**config.mk**
```make
export PLATFORM = sky130hd
export DESIGN_NAME = bvci_simple_initiator
export DESIGN_NICKNAME = d
export VERILOG_FILES = /design/src/rtl/bvci_simple_initiator.sv
export SDC_FILE = /design/constraint.sdc
export NUM_CORES = 1
export LEC_CHECK = 0
export ABC_CLOCK_PERIOD_IN_PS = 2800
export CORE_ASPECT_RATIO = 1.75
export CORE_MARGIN = 2
export CORE_UTILIZATION = 35
export CTS_CLUSTER_SIZE = 28
export DETAILED_ROUTE_END_ITERATION = 6
export PLACE_DENSITY = 0.82
export SKIP_LAST_GASP = 1
export SYNTH_ARGS = -nofsm -noshare
export SYNTH_HDL_FRONTEND = slang
export SYNTH_SLANG_ARGS = --single-unit
```
**constraint.sdc**
```tcl
create_clock -name clock -period 2.8 [get_ports clock]
set_clock_uncertainty 0.1 [all_clocks]
set_input_delay 0.56 -clock clock [delete_from_list [all_inputs] [get_ports clock]]
set_output_delay 0.56 -clock clock [all_outputs]
set_load 0.02 [all_outputs]
```
**src/rtl/bvci_simple_initiator.sv**
```systemverilog
// BVCI initiator: turns a request/stream interface into BVCI command cells and
// collects response cells. One transaction in flight, incrementing bursts only.
module bvci_simple_initiator #(
    parameter int aw      = 12,
    parameter int dw      = 32,
    parameter int MAX_LEN = 16
) (
    input  logic            clock,
    input  logic            reset,
    input  logic            req_valid,
    output logic            req_ready,
    input  logic            req_write,
    input  logic [aw-1:0]   req_addr,
    input  logic [4:0]      req_len,
    input  logic [dw/8-1:0] req_be,
    input  logic [dw-1:0]   wr_data,
    input  logic            wr_valid,
    output logic            wr_ready,
    output logic [dw-1:0]   rd_data,
    output logic            rd_valid,
    input  logic            rd_ready,
    output logic            done,
    output logic            done_err,
    output logic            cmdval,
    input  logic            cmdack,
    output logic [1:0]      cmd,
    output logic [aw-1:0]   address,
    output logic            wrap,
    output logic [7:0]      plen,
    output logic [dw-1:0]   wdata,
    output logic [dw/8-1:0] be,
    output logic            eop,
    input  logic            rspval,
    output logic            rspack,
    input  logic [dw-1:0]   rdata,
    input  logic            rerr,
    input  logic            reop
);
    localparam int BYTES = dw / 8;

    localparam logic [1:0] S_IDLE = 2'd0;
    localparam logic [1:0] S_CMD  = 2'd1;
    localparam logic [1:0] S_RSP  = 2'd2;
    localparam logic [1:0] S_DONE = 2'd3;

    logic [1:0]      state_q, state_d;
    logic            write_q, write_d;
    logic [aw-1:0]   addr_q, addr_d;
    logic [4:0]      len_q, len_d;
    logic [dw/8-1:0] be_q, be_d;
    logic [4:0]      cmd_cnt_q, cmd_cnt_d;
    logic [4:0]      rsp_cnt_q, rsp_cnt_d;
    logic            err_q, err_d;
    logic            stray_q, stray_d;

    logic            in_cmd, in_xfer, last_cmd, cmd_fire, rsp_fire, stray_now;
    logic [aw-1:0]   offset;

    always_comb begin
        in_cmd   = (state_q == S_CMD);
        in_xfer  = (state_q == S_CMD) || (state_q == S_RSP);
        last_cmd = (cmd_cnt_q == len_q - 5'd1);
        offset   = aw'(cmd_cnt_q) * aw'(BYTES);

        req_ready = (state_q == S_IDLE);
        cmdval    = in_cmd && (write_q ? wr_valid : 1'b1);
        cmd_fire  = cmdval && cmdack;
        wr_ready  = write_q && cmd_fire;
        cmd       = in_cmd ? (write_q ? 2'b10 : 2'b01) : 2'b00;
        address   = in_cmd ? addr_q + offset : '0;
        plen      = in_cmd ? 8'(len_q) * 8'(BYTES) : 8'd0;
        be        = in_cmd ? be_q : '0;
        wdata     = (in_cmd && write_q) ? wr_data : '0;
        eop       = in_cmd && last_cmd;
        wrap      = 1'b0;

        // Outside a transaction the response channel is drained unconditionally.
        rspack    = in_xfer ? (write_q ? 1'b1 : rd_ready) : 1'b1;
        rd_valid  = in_xfer && !write_q && rspval;
        rd_data   = rdata;
        rsp_fire  = rspval && rspack;
        stray_now = rspval && !in_xfer;

        done      = (state_q == S_DONE);
        done_err  = done && (err_q || stray_q);

        state_d   = state_q;
        write_d   = write_q;
        addr_d    = addr_q;
        len_d     = len_q;
        be_d      = be_q;
        cmd_cnt_d = cmd_cnt_q;
        rsp_cnt_d = rsp_cnt_q;
        err_d     = err_q;
        stray_d   = (stray_q && !done) || stray_now;

        case (state_q)
            S_IDLE: begin
                if (req_valid) begin
                    write_d   = req_write;
                    addr_d    = req_addr;
                    if (req_len == 5'd0)
                        len_d = 5'd1;
                    else if (req_len > 5'(MAX_LEN))
                        len_d = 5'(MAX_LEN);
                    else
                        len_d = req_len;
                    be_d      = req_be;
                    cmd_cnt_d = 5'd0;
                    rsp_cnt_d = 5'd0;
                    err_d     = 1'b0;
                    state_d   = S_CMD;
                end
            end
            S_CMD: begin
                if (cmd_fire) begin
                    cmd_cnt_d = cmd_cnt_q + 5'd1;
                    if (last_cmd)
                        state_d = S_RSP;
                end
            end
            S_DONE:  state_d = S_IDLE;
            default: ;
        endcase

        // A reop cell completes only once every command cell is out (this cycle counts).
        if (in_xfer && rsp_fire) begin
            rsp_cnt_d = rsp_cnt_q + 5'd1;
            err_d     = err_d || rerr || (reop && (rsp_cnt_q != len_q - 5'd1));
            if (reop && ((state_q == S_RSP) || (cmd_fire && last_cmd)))
                state_d = S_DONE;
        end
    end

    always_ff @(posedge clock) begin
        if (reset) begin
            state_q   <= S_IDLE;
            write_q   <= 1'b0;
            addr_q    <= '0;
            len_q     <= 5'd0;
            be_q      <= '0;
            cmd_cnt_q <= 5'd0;
            rsp_cnt_q <= 5'd0;
            err_q     <= 1'b0;
            stray_q   <= 1'b0;
        end else begin
            state_q   <= state_d;
            write_q   <= write_d;
            addr_q    <= addr_d;
            len_q     <= len_d;
            be_q      <= be_d;
            cmd_cnt_q <= cmd_cnt_d;
            rsp_cnt_q <= rsp_cnt_d;
            err_q     <= err_d;
            stray_q   <= stray_d;
        end
    end
endmodule

```
==> metrics.md, run 1 <==
| Metric | Value |
|---|---|
| Status | `complete, no violations` |
| Most frequent cell after synthesis | `nand2_1` |
| Yosys warnings | `0` |
| Commonest cells in the netlist | `nand2_1 (53), a21oi_1 (37), buf_4 (36), dfxtp_1 (36), and3_1 (33)` |
| Syn avg cell area | `7.48 sq um` |
| Slew margin rel. | `66.7%` |
| Cell area after synthesis | `2710 sq um` |
| Max_cap viols | `0` |
| DRT Wirelength | `8.09 mm` |
| CTS HTree Levels | `2` |
| Dpl hpwl | `6.20 mm` |
| Worst Path Required | `2.14 ns` |
| Maximum fanout along the worst path | `3` |
| Max Slew Vio Count | `0` |
| Die outline height | `120 um` |
| Synthesized flop and latch total | `36` |
| Clk pwr share | `40.9%` |
| Initial Utilization | `35.9%` |
| Final Cycle Share | `98.1%` |
| Longest Clk Path Bufs | `2` |
| Sequential fraction of design power | `34.2%` |
| RSZ-0062 raised after global routing | `yes` |
| Critical Setup Path Class | `flop to output pin` |
| Sw frac | `26.5%` |
| Std cell rows | `42` |
| Pwr Density | `400 nW/um^2` |
| Die W | `70.6 um` |
| Mapped Cells | `363` |
| Post-CTS Hold Buffers | `0` |
| Antenna viol nets, final | `0` |
| Root buf cell | `clkbuf_16` |
| Grt met3 use | `4.08%` |
| NetSw | `435 uW` |
| Ys async rst share | `0%` |
| Peak supply drop | `0.226 mV` |
| Setup_tns | `0 ns` |
| Placeable Area | `7570 sq um` |
| CP Data Arrival Time | `2.09 ns` |
| DR WL/cell | `14.6 um` |
| Via count | `2852` |
| Final core utilization | `54.3%` |
| Layout cell share with drive strength beyond 1 | `11.2%` |
| Initial antenna violation count | `0` |
| Vias in the first global route | `2834` |
| Top-area cell type share of the netlist area | `26.6%` |
| Met2 global-route usage | `36.2%` |
| Critical Path Sink Type | `output pin` |
| Final nets | `572` |
| Die ar. | `8500 sq um` |
| Post-synth cell types | `46` |
| Cell taking the most area after synthesis | `dfxtp_1` |
| ANT cells | `0` |
| Worst Tran Pin Value | `0.500 ns` |
| Static leakage | `0.00173 uW` |
| Gpl congestion | `0.838` |
| Largest net degree at the start of global routing | `37` |
| CTS tree | `built` |
| Clk sinks | `36` |
| Startpoint Class | `flop` |
| Vias per cell | `5.17` |
| Register area share after synthesis | `26.6%` |
| DRT iter0 DRCs | `104` |
| Comb pwr share | `24.8%` |
| Final setup vio count | `0` |
| Int Power | `1210 uW` |
| DR pass1 iterations | `4` |
| WHS | `0.347 ns` |
| GR Util met1 | `18.7%` |
| EDFF count, synth | `0` |
| DR DRC count | `0` |
| Cts bufs inserted | `5` |
| Clk_lat worst skew | `0.28 ns` |
| IO Pins | `194` |
| Total track usage | `18.8%` |
| Hold WC Path Type | `flop to flop` |
| Top post-synthesis cells by area | `dfxtp_1 (27%), buf_4 (10%), and3_1 (7.6%), nand2_1 (7.3%), a21oi_1 (6.8%)` |
| Global-route wire length before repair | `13.0 mm` |
| Highest clock rate | `364 MHz` |
| IO Port Bufs | `125` |
| Top Usage Layer GRT | `met2` |
| Hold Vio Cnt, Final | `0` |
| Total grt overflow | `0` |
| Clock transition at path regs | `0.05 ns` |
| Ys flop type | `dfxtp_1` |
| Pwr Total | `1640 uW` |
| Synth-to-layout area growth | `51.5%` |
| Post-route minimum period | `2.75 ns` |
==> flip-flops by register name, indices dropped and copies added (netlist names) <==
signal / flops
err_q: 1
state_q: 2
write_q: 1
stray_q: 1
addr_q: 12
rsp_cnt_q: 5
be_q: 4
len_q: 5
cmd_cnt_q: 5
==> final cells by class <==
cell class / count / area [sq um]
tap: 88 / 110
sequential: 36 / 726
timing repair buffer: 145 / 1390
inverter: 8 / 30.0
clock inverter: 1 / 30.0
clock buffer: 7 / 153
fill: 710 / 3460
multi-input combinational: 267 / 1670
==> critical path, cell delays in order (launching register included) <==
cell,delay (ns)
dfxtp_2,0.34
ha_1,0.29
a21o_1,0.17
a21o_1,0.21
buf_4,0.15
a21oi_2,0.14
mux2i_1,0.18
o311ai_0,0.14
buf_2,0.19
==> per-layer routing <==
| metal | routed length [um] | part of all wire, % |
|---|---|---|
| met1 | 2910 | 36 |
| met2 | 4350 | 54 |
| met3 | 570 | 7.0 |
| met4 | 257 | 3.2 |
| met5 | 0 | 0 |
==> metrics by stage <==
step	cells	setup WS (ns)	cell area, sq um
finish	552	0.0529	4110
CTS	551	-0.117	4090
global route	552	-0.0480	4110
floorplan	366	0.196	2730
detailed placement	543	-0.263	3890
global placement	543	-0.205	3890
==> cells in the final DEF, fill, tap and decap left out, types with 2 or more instances in the layout <==
cell / n
dlygate4sd2_1: 3
buf_4: 21
buf_2: 4
clkbuf_16: 5
ha_1: 11
nand2_1: 53
a21oi_2: 2
nand2b_1: 6
conb_1: 4
xnor2_1: 11
nand3_1: 6
nor3b_1: 3
nand3b_1: 6
dfxtp_1: 32
and3_1: 33
o21ai_1: 3
nor2b_1: 2
clkdlybuf4s50_1: 115
xor2_1: 6
inv_1: 7
nor2_1: 26
a21o_1: 5
mux2i_1: 3
or3_1: 5
o21ai_0: 5
a211oi_2: 2
dfxtp_2: 4
clkbuf_8: 2
a21oi_1: 35
and2_1: 14
a211oi_1: 4
==> kinds of logic (layout without fill, tap and decap cells) <==
group,count (synthesis),after routing,synth area share [%]
buffers and inverters,63,161,14.0
other,1,4,0.138
adder cells (fa/ha/maj),14,14,6.73
AND/OR/NAND/NOR,161,161,30.4
AO/OA/AOI/OAI,68,68,15.6
flip-flops,36,36,26.6
multiplexers,3,3,1.11
XOR/XNOR,17,17,5.49
==> power by group through the flow <==
stage	logic (uW)	registers, uW	clock network [uW]
floorplan	279	565	0
global placement	398	570	0
detailed placement	407	572	0
CTS	409	561	686
global route	445	567	698
finish	408	563	673
==> worst paths after layout <==
| check | cells past startpoint | from | slack (ns) | endpoint |
|---|---|---|---|---|
| hold / removal | 2 | addr_q[1] | 0.35 | addr_q[1] |
| setup reg to reg | 8 | state_q[1] | 0.68 | cmd_cnt_q[4] |
| hold reg to reg | 2 | addr_q[1] | 0.35 | addr_q[1] |
| setup / recovery | 8 | addr_q[3] | 0.05 | address[7] |
==> timing repair <==
| action | CTS | global route |
|---|---|---|
| buffers inserted | 0 | 1 |
| gates resized for setup | 35 | 13 |
| pin swaps | 1 | 8 |
| setup endpoints to repair | 10 | 7 |
No activity file was read; power rests on OpenSTA's default activity.
==> run 2, diff against run 1 <==
--- a/config.mk
+++ b/config.mk
@@ -8,10 +8,11 @@
 export ABC_CLOCK_PERIOD_IN_PS = 2800
 export CORE_ASPECT_RATIO = 1.75
 export CORE_MARGIN = 2
-export CORE_UTILIZATION = 35
+export CORE_UTILIZATION = 36
+export CTS_BUF_LIST = sky130_fd_sc_hd__clkbuf_4
 export CTS_CLUSTER_SIZE = 28
 export DETAILED_ROUTE_END_ITERATION = 6
-export PLACE_DENSITY = 0.82
+export PLACE_DENSITY = 0.84
 export SKIP_LAST_GASP = 1
 export SYNTH_ARGS = -nofsm -noshare
 export SYNTH_HDL_FRONTEND = slang
==> run 2 against run 1 <==
  * The flow now finishes with violations (negative setup slack)
  * Register-to-register slack about the same
  * Total power decreased by 24%
  * Final area fell by 1.8%
  * Global-route usage grew 0.60 points
  * Hold slack better by 0.011 ns
==> metrics.md, run 2 (same netlist as run 1, synthesis figures left out) <==
| Metric | Value |
|---|---|
| Status | `finished with violations` |
| Failing checks | `negative setup slack` |
| Std cell rows | `41 (-2.4%)` |
| Initial Utilization | `37.3% (+1.4 points)` |
| Worst Tran Pin Value | `0.698 ns (+0.198 ns)` |
| Global-route wire length before repair | `13.2 mm (+1.4%)` |
| Largest net degree at the start of global routing | `26 (-30%)` |
| Die ar. | `8280 sq um (-2.6%)` |
| Synth-to-layout area growth | `48.8%` |
| Die outline height | `119 um (-1.3%)` |
| Max reg flops | `12 (unchanged)` |
| Peak supply drop | `0.159 mV (-30%)` |
| Sequential fraction of design power | `45.1% (+11 points)` |
| Worst setup margin | `-0.0491 ns (-0.102 ns)` |
| ANT cells | `0 (unchanged)` |
| Final setup vio count | `3 (+3)` |
| IO Pins | `194 (unchanged)` |
| Worst Path Required | `2.14 ns (about the same)` |
| Hold WC Path Type | `flop to flop` |
| Final core utilization | `55.4% (+1.1 points)` |
| IO Port Bufs | `125 (unchanged)` |
| Layout fillers | `697 (-1.8%)` |
| Top Metal Used | `met4` |
| Highest clock rate | `351 MHz (-3.6%)` |
| Pwr Total | `1250 uW (-24%)` |
| Int Power | `844 uW (-30%)` |
| Comb pwr share | `32.7% (+7.9 points)` |
| Antenna viol nets, final | `0 (unchanged)` |
| Commonest non-fill, non-tap cell in the layout | `clkdlybuf4s50_1` |
| Clock transition at path regs | `0.12 ns (+0.07 ns)` |
| Metal2 WL | `4.53 mm (+4.1%)` |
| WL met1 | `3.02 mm (+4.0%)` |
| DR DRC count | `0 (unchanged)` |
| Static leakage | `0.00189 uW (+8.9%)` |
| Max_cap viols | `0 (unchanged)` |
| Sequential Area | `731 sq um (+0.69%)` |
| Max Slew Vio Count | `0 (unchanged)` |
| DRT iter0 DRCs | `83 (-20%)` |
| Final nets | `575 (+0.52%)` |
| CTS HTree Levels | `2 (unchanged)` |
| Dpl hpwl | `6.45 mm (+4.1%)` |
| Maximum fanout along the worst path | `3 (unchanged)` |
| Setup_tns | `-0.124 ns (-0.124 ns)` |
| Initial antenna violation count | `0 (unchanged)` |
| Total grt overflow | `0 (unchanged)` |
| WHS | `0.358 ns (+0.0108 ns)` |
| Slew margin rel. | `53.3% (-13 points)` |
| Die W | `69.6 um (-1.3%)` |
| Clk_lat worst skew | `0.35 ns (+0.07 ns)` |
| NetSw | `407 uW (-6.4%)` |
| Final Cycle Share | `102% (+3.6 points)` |
| Via count | `2847 (-0.18%)` |
| Dpl ws | `-0.279 ns (-0.0158 ns)` |
| Vias in the first global route | `2832 (-0.071%)` |
| Cts bufs inserted | `5 (unchanged)` |
| Critical Setup Path Class | `flop to output pin` |
| Sw frac | `32.6% (+6.1 points)` |
| Clk sinks | `36 (unchanged)` |
| Total track usage | `19.4% (+0.60 points)` |
| Area of the multi-input gates | `1690 sq um (+0.82%)` |
| Vias per cell | `5.16 (-0.18%)` |
| Post-route minimum period | `2.85 ns (+0.102 ns)` |
| DR WL/cell | `15.1 um (+3.4%)` |
| Gpl congestion | `0.860 (+2.7%)` |
| Most frequent cells in the layout | `clkdlybuf4s50_1 (102), nand2_1 (53), a21oi_1 (35)` |
| DR pass1 iterations | `4 (unchanged)` |
| Startpoint Class | `flop` |
| Layout cell share with drive strength beyond 1 | `12.7% (+1.5 points)` |
| Largest Register | `addr_q` |
| RSZ-0062 raised after global routing | `yes` |
| Placeable Area | `7280 sq um (-3.7%)` |
| Critical Path Sink Type | `output pin` |
| Clk pwr share | `22.2% (-19 points)` |
| Longest Clk Path Bufs | `2 (unchanged)` |
| Pwr Density | `310 nW/um^2 (-23%)` |
| CTS tree | `built` |
| CP Data Arrival Time | `2.19 ns (+0.10 ns)` |
| Hold Vio Cnt, Final | `0 (unchanged)` |
| Routed wl met3 | `528 um (-7.4%)` |
| Root buf cell | `clkbuf_4` |
| DRT Wirelength | `8.36 mm (+3.4%)` |
## run 2: through the flow
stage	cell area [sq um]	cells
global route	4040	552
finish	4040	552
floorplan	2730	366
CTS	4000	551
detailed placement	3900	542
global placement	3900	542
## run 2: path summary, 6_finish.rpt
kind                            depth (start not counted)         start         end  slack (ns)
worst max-delay path                                    9  cmd_cnt_q[0]  address[8]       -0.05
worst min-delay path                                    2       be_q[0]     be_q[0]        0.36
worst min register to register                          2       be_q[0]     be_q[0]        0.36
worst max register to register                          8      len_q[1]  state_q[0]        0.68
## run 2: worst max-delay path, stage by stage (launching register included)
cell,delay (ns)
dfxtp_2,0.35
ha_4,0.16
fa_2,0.35
a21o_1,0.16
a21o_1,0.19
a21oi_2,0.18
buf_4,0.13
o21ai_2,0.04
a21oi_1,0.13
buf_4,0.16
## run 2: power by group through the flow
| stage | combinational (uW) | sequential [uW] | clock [uW] |
|---|---|---|---|
| global route | 445 | 569 | 307 |
| detailed placement | 405 | 573 | 0 |
| finish | 409 | 564 | 278 |
| CTS | 411 | 564 | 283 |
| floorplan | 279 | 565 | 0 |
| global placement | 396 | 571 | 0 |
## run 2: what timing repair did
| action | CTS | global route |
|---|---|---|
| hold buffers | 0 | 0 |
| endpoints found under the setup margin | 53 | 40 |
| gates resized for setup | 51 | 22 |
| buffers inserted | 2 | 1 |
| pin swaps | 7 | 6 |
## run 2: cell type report
class	instances	share of cell area [%]
Timing Repair Buffer	148	35.5
Multi-Input combinational cell	267	41.8
Clock inverter	1	0.124
Tap cell	86	2.67
Inverter	8	0.744
Sequential cell	36	18.1
Clock buffer	6	1.12
## run 2: per-layer routing
layer,global-route usage [%],up-vias
met1,19.5,1292
met4,8.29,0
met2,38.3,116
met5,0,-
met3,3.13,37
li1,-,1402
